$ cat src/rtl/intr_controller_if.sv
// CPU-side handshake of the interrupt controller: request/ack/eoi plus the
// ID and vector address of the source being requested or serviced.
interface intr_controller_if #(
    parameter int unsigned ID_W   = 3,
    parameter int unsigned ADDR_W = 10
);
    logic              irq_req;
    logic              irq_ack;
    logic [ID_W-1:0]   irq_id;
    logic [ADDR_W-1:0] vec_addr;
    logic              irq_eoi;
    logic              in_service;

    modport master (
        output irq_req, irq_id, vec_addr, in_service,
        input  irq_ack, irq_eoi
    );

    modport slave (
        input  irq_req, irq_id, vec_addr, in_service,
        output irq_ack, irq_eoi
    );
endinterface

$ cat src/rtl/intr_controller.sv
// Interrupt controller: edge or level capture, writable mask, fixed
// lowest-index priority and a req/ack/eoi handshake towards the CPU.
module intr_controller #(
    parameter int unsigned       N_IRQ      = 8,
    parameter int unsigned       ID_W       = 3,
    parameter int unsigned       ADDR_W     = 10,
    parameter logic [ADDR_W-1:0] VEC_BASE   = 10'h3F0,
    parameter int unsigned       VEC_STRIDE = 2,
    parameter bit                EDGE_MODE  = 1'b1,
    parameter logic [N_IRQ-1:0]  MASK_RST   = '1
) (
    input  logic              clk,
    input  logic              reset,
    input  logic [N_IRQ-1:0]  irq_in,
    input  logic              mask_we,
    input  logic [N_IRQ-1:0]  mask_in,
    output logic [N_IRQ-1:0]  mask_out,
    output logic [N_IRQ-1:0]  pending,
    intr_controller_if.master cpu
);
    typedef enum logic [1:0] {IDLE, REQ, SERVICE} state_t;

    state_t           state, state_next;
    logic [N_IRQ-1:0] mask_r;
    logic [ID_W-1:0]  id_r, id_next;
    logic             req_r, req_next;
    logic             svc_r, svc_next;
    logic             take_ack;
    logic [N_IRQ-1:0] eligible;
    logic             prio_hit;
    logic [ID_W-1:0]  prio_idx;

    if (EDGE_MODE) begin : g_edge
        logic [N_IRQ-1:0] hist;
        logic [N_IRQ-1:0] pend_r;
        logic [N_IRQ-1:0] clr;

        assign clr = take_ack ? (N_IRQ'(1) << id_r) : '0;

        // A fresh rising edge is OR-ed in after the ack clear, so it wins.
        always_ff @(posedge clk) begin
            if (!reset) begin
                hist   <= irq_in;
                pend_r <= '0;
            end else begin
                hist   <= irq_in;
                pend_r <= (pend_r & ~clr) | (irq_in & ~hist);
            end
        end
        assign pending = pend_r;
    end else begin : g_level
        assign pending = irq_in;
    end

    always_ff @(posedge clk) begin
        if (!reset) begin
            mask_r <= MASK_RST;
        end else if (mask_we) begin
            mask_r <= mask_in;
        end
    end

    assign eligible = pending & mask_r;

    always_comb begin
        prio_hit = 1'b0;
        prio_idx = '0;
        for (int unsigned i = 0; i < N_IRQ; i++) begin
            if (eligible[i] && !prio_hit) begin
                prio_hit = 1'b1;
                prio_idx = ID_W'(i);
            end
        end
    end

    always_ff @(posedge clk) begin
        if (!reset) begin
            state <= IDLE;
            id_r  <= '0;
            req_r <= 1'b0;
            svc_r <= 1'b0;
        end else begin
            state <= state_next;
            id_r  <= id_next;
            req_r <= req_next;
            svc_r <= svc_next;
        end
    end

    always_comb begin
        state_next = state;
        id_next    = id_r;
        req_next   = req_r;
        svc_next   = svc_r;
        take_ack   = 1'b0;
        unique case (state)
            IDLE: begin
                if (prio_hit) begin
                    id_next    = prio_idx;
                    req_next   = 1'b1;
                    state_next = REQ;
                end
            end
            REQ: begin
                if (cpu.irq_ack) begin
                    take_ack   = 1'b1;
                    req_next   = 1'b0;
                    svc_next   = 1'b1;
                    state_next = SERVICE;
                end
            end
            SERVICE: begin
                if (cpu.irq_eoi) begin
                    svc_next   = 1'b0;
                    state_next = IDLE;
                end
            end
            default: state_next = IDLE;
        endcase
    end

    assign mask_out       = mask_r;
    assign cpu.irq_req    = req_r;
    assign cpu.in_service = svc_r;
    assign cpu.irq_id     = id_r;
    assign cpu.vec_addr   = ADDR_W'(32'(VEC_BASE) + 32'(id_r) * VEC_STRIDE);
endmodule
$ cat src/flat_wrapper.sv
// flat-port wrapper written by rule: the top's interface ports become plain ports
module intr_controller_flat 
#(
    parameter int unsigned       N_IRQ      = 8,
    parameter int unsigned       ID_W       = 3,
    parameter int unsigned       ADDR_W     = 10,
    parameter logic [ADDR_W-1:0] VEC_BASE   = 10'h3F0,
    parameter int unsigned       VEC_STRIDE = 2,
    parameter bit                EDGE_MODE  = 1'b1,
    parameter logic [N_IRQ-1:0]  MASK_RST   = '1
)
  (clk, reset, irq_in, mask_we, mask_in, mask_out, pending, cpu_irq_req, cpu_irq_id, cpu_vec_addr, cpu_in_service, cpu_irq_ack, cpu_irq_eoi);
  intr_controller_if #(.ID_W(ID_W), .ADDR_W(ADDR_W)) cpu_i ();
  input  logic clk;
  input  logic reset;
  input  logic [N_IRQ-1:0] irq_in;
  input  logic mask_we;
  input  logic [N_IRQ-1:0] mask_in;
  output logic [N_IRQ-1:0] mask_out;
  output logic [N_IRQ-1:0] pending;
  output wire logic [$bits(cpu_i.irq_req)-1:0] cpu_irq_req;
  output wire logic [$bits(cpu_i.irq_id)-1:0] cpu_irq_id;
  output wire logic [$bits(cpu_i.vec_addr)-1:0] cpu_vec_addr;
  output wire logic [$bits(cpu_i.in_service)-1:0] cpu_in_service;
  input wire logic [$bits(cpu_i.irq_ack)-1:0] cpu_irq_ack;
  input wire logic [$bits(cpu_i.irq_eoi)-1:0] cpu_irq_eoi;
  assign cpu_irq_req = cpu_i.irq_req;
  assign cpu_irq_id = cpu_i.irq_id;
  assign cpu_vec_addr = cpu_i.vec_addr;
  assign cpu_in_service = cpu_i.in_service;
  assign cpu_i.irq_ack = cpu_irq_ack;
  assign cpu_i.irq_eoi = cpu_irq_eoi;
  intr_controller #(.N_IRQ(N_IRQ), .ID_W(ID_W), .ADDR_W(ADDR_W), .VEC_BASE(VEC_BASE), .VEC_STRIDE(VEC_STRIDE), .EDGE_MODE(EDGE_MODE), .MASK_RST(MASK_RST)) u_core (.clk(clk), .reset(reset), .irq_in(irq_in), .mask_we(mask_we), .mask_in(mask_in), .mask_out(mask_out), .pending(pending), .cpu(cpu_i));
endmodule
$ cat config.mk
export PLATFORM = sky130hd
export DESIGN_NAME = intr_controller_flat
export DESIGN_NICKNAME = d
export VERILOG_FILES = /design/src/rtl/intr_controller_if.sv /design/src/rtl/intr_controller.sv /design/src/flat_wrapper.sv
export SDC_FILE = /design/constraint.sdc
export NUM_CORES = 1
export LEC_CHECK = 0
export BUFFER_PORTS_ARGS = -buffer_cell sky130_fd_sc_hd__buf_2
export CAP_MARGIN = 40
export CORE_ASPECT_RATIO = 0.75
export CORE_MARGIN = 10
export CORE_UTILIZATION = 42
export CTS_CLUSTER_SIZE = 16
export DETAILED_ROUTE_END_ITERATION = 12
export GPL_TIMING_DRIVEN = 0
export PLACE_DENSITY_LB_ADDON = 0.25
export SYNTH_ARGS = -nofsm -noshare
export SYNTH_HDL_FRONTEND = slang
export SYNTH_SLANG_ARGS = --single-unit
$ cat constraint.sdc
create_clock -name clk -period 1.1 [get_ports clk]
set_input_delay 0 -clock clk [delete_from_list [all_inputs] [get_ports clk]]
set_output_delay 0 -clock clk [all_outputs]
set_load 0.02 [all_outputs]
# Word-level counts from Yosys, hierarchy flattened
# Cells that the tools add are included.
# word_totals
regBits,31
input_bits,21
out_inout_bits,31
word_cells,69
# classes
addsub,1
n_eq_ne,5
shifts,1
n_mux,28
bitwise,6
n_reduce_logical,21
# ops
op,count
$and 8x8->8,3
$not 8->8,2
$mux 1,15
$mux 3,4
$add 10x4->10 const A,1
$mux 2,5
$reduce_and 3->1,3
$mux 8,1
$or 8x8->8,1
$shl 1x3->8 const A,1
$logic_and 1x1->1,7
$logic_not 1->1,7
$pmux 2 s3,1
$ne 2x2->1 const B,2
$pmux 1 s2,2
$reduce_bool 2->1,2
$eq 2x1->1 const B,1
$eq 2x2->1 const B,1
$logic_not 2->1,1
$ne 2x1->1 const B,1
$reduce_and 2->1,1

# Longest topological paths before layout
# logic_depth
ltp_word,25
depth_mapped,3
ltp_nobuf,3

# Worst setup path after synthesis
# Ideal clock, no wire load.
# synth_timing
kind,register to register
from,reg u_core.g_edge.pend_r[1] (netlist: u_core.pending[1])
to,reg u_core.id_r[1] (netlist: u_core.cpu.irq_id[1])
setup_ns,0.119
t_arrival_ns,1.149
required_time_ns,0.981
slack_ns,-0.168
path_stages_with_launch,4
n_path_buf,0
synth_period_minus_slack_ns,1.268
cell_sequence,dfxtp_1 > a22oi_1 > a41oi_2 > o221a_2
# synth_between
elab_chain_len,22
elab_cells_between_ends,28
cone_classes,mux (13); bitwise (1); reduce/logical (14)
# synth_lines
element,line,text
"start, declared",intr_controller.sv:35,logic [N_IRQ-1:0] pend_r;
"start signal, assigned",intr_controller.sv:47,pend_r <= (pend_r & ~clr) | (irq_in & ~hist);
$and 8x8->8 *,intr_controller.sv:63,assign eligible = pending & mask_r;
$logic_and 1x1->1 *,intr_controller.sv:69,if (eligible[i] && !prio_hit) begin
$mux 1 *,intr_controller.sv:69,
$logic_not 1->1,intr_controller.sv:69,
$logic_and 1x1->1,intr_controller.sv:69,
$mux 1,intr_controller.sv:69,
$logic_not 1->1,intr_controller.sv:69,
$logic_and 1x1->1,intr_controller.sv:69,
[... 6 more ...],--,
$mux 1,intr_controller.sv:69,
$logic_not 1->1,intr_controller.sv:69,
$logic_and 1x1->1,intr_controller.sv:69,
$mux 1,intr_controller.sv:69,
$logic_not 1->1,intr_controller.sv:69,
$logic_and 1x1->1,intr_controller.sv:69,
$mux 1,intr_controller.sv:69,
$reduce_and 2->1 (no line),--,
"end signal, assigned",intr_controller.sv:84,id_r <= id_next;
"end, declared",intr_controller.sv:25,"logic [ID_W-1:0] id_r, id_next;"
# Every way passes the cells marked *; elsewhere a longest branch is shown, timed or not.
# A chain may end at the register's enable or synchronous reset.

# Worst setup path after layout
# layout_timing
from,reg u_core.g_edge.pend_r[5] (netlist: u_core.pending[5])
to,reg u_core.id_r[1] (netlist: u_core.cpu.irq_id[1])
# layout_between
elab_chain_len,10
elab_cells_between_ends,13
cone_classes,mux (6); bitwise (1); reduce/logical (6)
# layout_lines
element,line
$and 8x8->8 *,intr_controller.sv:63
$logic_and 1x1->1 *,intr_controller.sv:69
$mux 1,intr_controller.sv:69
$logic_not 1->1,intr_controller.sv:69
$logic_and 1x1->1,intr_controller.sv:69
$mux 1,intr_controller.sv:69
$logic_not 1->1,intr_controller.sv:69
$logic_and 1x1->1,intr_controller.sv:69
$mux 1,intr_controller.sv:69
$reduce_and 2->1 (no line),--
# Marked as above.

==> impl_metrics.json <==
{
  "status": "finished, violations left",
  "violations": "negative setup slack",
  "place_area_mm2": 0.00160,
  "rsz0062_at_grt": "true",
  "clock_sinks": 31,
  "n_fill_cell": 239,
  "setup_viol": 6,
  "path_max_fanout": 4,
  "clkLatencyLatePin_ns": 0.28,
  "ioPinCount": 52,
  "multiInputGateArea_um2": 622,
  "power_density_mw_per_mm2": 1510,
  "core_mm2": 0.00291,
  "fin_skew_ns": 0.00589,
  "dr.first_iter.drc_count": 52,
  "hold_depth": 4,
  "layout_common_cells": "buf_2, dlygate4sd3_1, nand2_1, dfxtp_2",
  "antenna_found_initial": 0,
  "layout-drive-gt1-share_pct": 46.3,
  "peakVddDrop_v": 0.000793,
  "vias": 1163,
  "p_leak_nw": 0.858,
  "finalInstanceArea_mm2": 0.00192,
  "slowest_stage": "dfxtp_2",
  "area_delta_synth_final_pct": 51.0,
  "clockRootBuffer": "clkbuf_8",
  "die_y_um": 67.7,
  "max_freq_mhz": 796,
  "antenna_cells": 0,
  "cts.path.max_buffers": 2,
  "dieArea_mm2": 0.00566,
  "hpwl_um": 2540,
  "htreeDepth": 2,
  "reg2reg_slack_ns": -0.16,
  "cts_buffers": 5,
  "place_ws_ns": -0.110,
  "report.final.slew_viol_count": 0,
  "hp-start": "cpu_irq_eoi",
  "fp.dieW_um": 83.6,
  "finalHoldViolCount": 0,
  "cp-startpoint": "u_core.pending[5]",
  "path_cells": "a22oi_2, a41oi_2, o221a_2",
  "syn_inst": 126,
  "r2r-start": "u_core.pending[5]",
  "final_common_cell": "buf_2",
  "grt_max_degree": 11,
  "initial_core_util_pct": 43.7,
  "wirelength_um": 3590,
  "grt_pass1_wl_um": 5710,
  "synth_cell_types": 30,
  "min_period_ns": 1.26,
  "gr-total-overflow": 0,
  "clk_pin_slew_ns": 0.06,
  "setup_slack_ns": -0.156,
  "hold_class": "input pin to register",
  "io_buffers": 43,
  "end_kind": "register",
  "cp-start-kind": "register",
  "grt_usage_pct": 12.7,
  "ys_ff_latch": 31,
  "path_class": "register to register",
  "finalWeightedCongestion": 0.772,
  "ff2ff_path_depth": 3,
  "avgSynthCellArea_um2": 10.1,
  "arrival_ns": 1.43,
  "row_count": 17,
  "synthesis.area_mm2": 0.00127,
  "cts_tree": "yes",
  "critical_path.max_stage_delay_ns": 0.34,
  "post_drt_wl_per_cell_um": 14.9,
  "final_antenna_net_count": 0,
  "nNetsFinal": 224,
  "rr_endpoint": "u_core.cpu.irq_id[1]",
  "first_pass_iters": 4,
  "period_share_pct": 114,
  "regArea_um2": 647,
  "hold_end": "u_core.cpu.in_service",
  "yosysWarnings": 0,
  "grt_pass1_vias": 1222,
  "synth_seq_area_share_pct": 48.7,
  "cp.required_ns": 1.27,
  "max_cap_violations": 0,
  "routed_via_density": 4.83,
  "drc": 0
}
repair_timing:
| action | 4_1_cts | 5_1_grt |
|---|---|---|
| cloned | 0 | 0 |
| hold buffers | 17 | 0 |
| endpoints found under the hold margin | 23 | 0 |
| endpoints found under the setup margin | 4 | 16 |
| pin swaps | 6 | 7 |
| resized for setup | 2 | 16 |
| setup buffers | 3 | 2 |
how the worst max path moves through the flow:
stage,end
detailed placement,u_core.cpu.irq_id[0]
floorplan,u_core.cpu.irq_id[1]
global route,u_core.cpu.irq_id[1]
finish,u_core.cpu.irq_id[1]
CTS,u_core.cpu.irq_id[0]
global placement,u_core.cpu.irq_id[1]
area by class of cell:
cell class                      count  area share (%)
Sequential cell                    31            33.6
Multi-Input combinational cell     86            32.3
Timing Repair Buffer               65            22.2
Buffer                             13            4.62
Clock buffer                        6            4.29
Tap cell                           38            2.47
Clock inverter                      1           0.260
Inverter                            1           0.195
worst max-delay path: cells and delay by family, from the launching register on:
family,cells,cell delay (ns)
AO/OA/AOI/OAI,3,0.82
flip-flops,1,0.34
logic make-up (layout without fill, tap and decap cells):
logic type	Yosys count	after routing	share of synthesized area [%]
compound gates	33	33	20.3
buf+inv	14	86	7.17
flops	31	31	48.7
mux	8	8	6.29
other cells	2	7	0.590
simple gates	38	38	16.9
power by group:
| group | switching [W] | total (W) | internal (W) | leakage (nW) |
|---|---|---|---|---|
| Sequential | 0.000102 | 0.00133 | 0.00123 | 0.260 |
| Combinational | 0.000345 | 0.000686 | 0.000342 | 0.551 |
| Clock | 0.000392 | 0.000882 | 0.000489 | 0.0470 |
synthesized netlist by cell type, drive strengths merged:
| cell | number | area [um^2] |
|---|---|---|
| a21boi | 9 | 67.6 |
| a221o | 1 | 10.0 |
| a22oi | 5 | 37.5 |
| a41oi | 2 | 25.0 |
| and2 | 5 | 31.3 |
| and3b | 1 | 8.76 |
| buf | 11 | 80.1 |
| clkbuf | 2 | 7.51 |
| conb | 2 | 7.51 |
| dfxtp | 31 | 621 |
| inv | 1 | 3.75 |
| mux2i | 8 | 80.1 |
| nand2 | 15 | 56.3 |
| nand2b | 10 | 62.6 |
| nand3b | 1 | 7.51 |
| nand4b | 1 | 8.76 |
| nand4bb | 1 | 11.3 |
| nor2b | 2 | 12.5 |
| nor3b | 1 | 7.51 |
| o2111a | 1 | 11.3 |
| o21a | 2 | 15.0 |
| o21ai | 7 | 35.0 |
| o221a | 3 | 33.8 |
| o31a | 1 | 8.76 |
| o31ai | 2 | 15.0 |
| or2 | 1 | 8.76 |
sequential cells by signal, summed over array words and instances (netlist names):
| name | cells |
|---|---|
| u_core.g_edge.hist | 8 |
| u_core.mask_out | 8 |
| u_core.pending | 8 |
| u_core.cpu.irq_id | 3 |
| u_core.state | 2 |
| u_core.cpu.in_service | 1 |
| u_core.cpu.irq_req | 1 |
metrics by stage:
step	power, W	hold WS (ns)	TNS, ns	std cells	util (%)
detailed placement	0.00192	0.121	-0.269	212	54.7
global route	0.00305	0.0344	-1.08	241	66.0
finish	0.00290	0.0152	-0.491	241	66.0
global placement	0.00191	0.117	-0.220	212	54.7
floorplan	0.00172	0.0277	-0.106	131	-
CTS	0.00288	0.0158	-0.268	239	64.5
per-layer routing:
metal	global-route usage, %	vias up	wire length (um)
met1	13.3	538	1500
met2	21.5	35	1720
met3	5.65	5	321
li1	-	585	-
met4	6.88	0	49
met5	0	-	0
(Power assumes the default switching activity.)
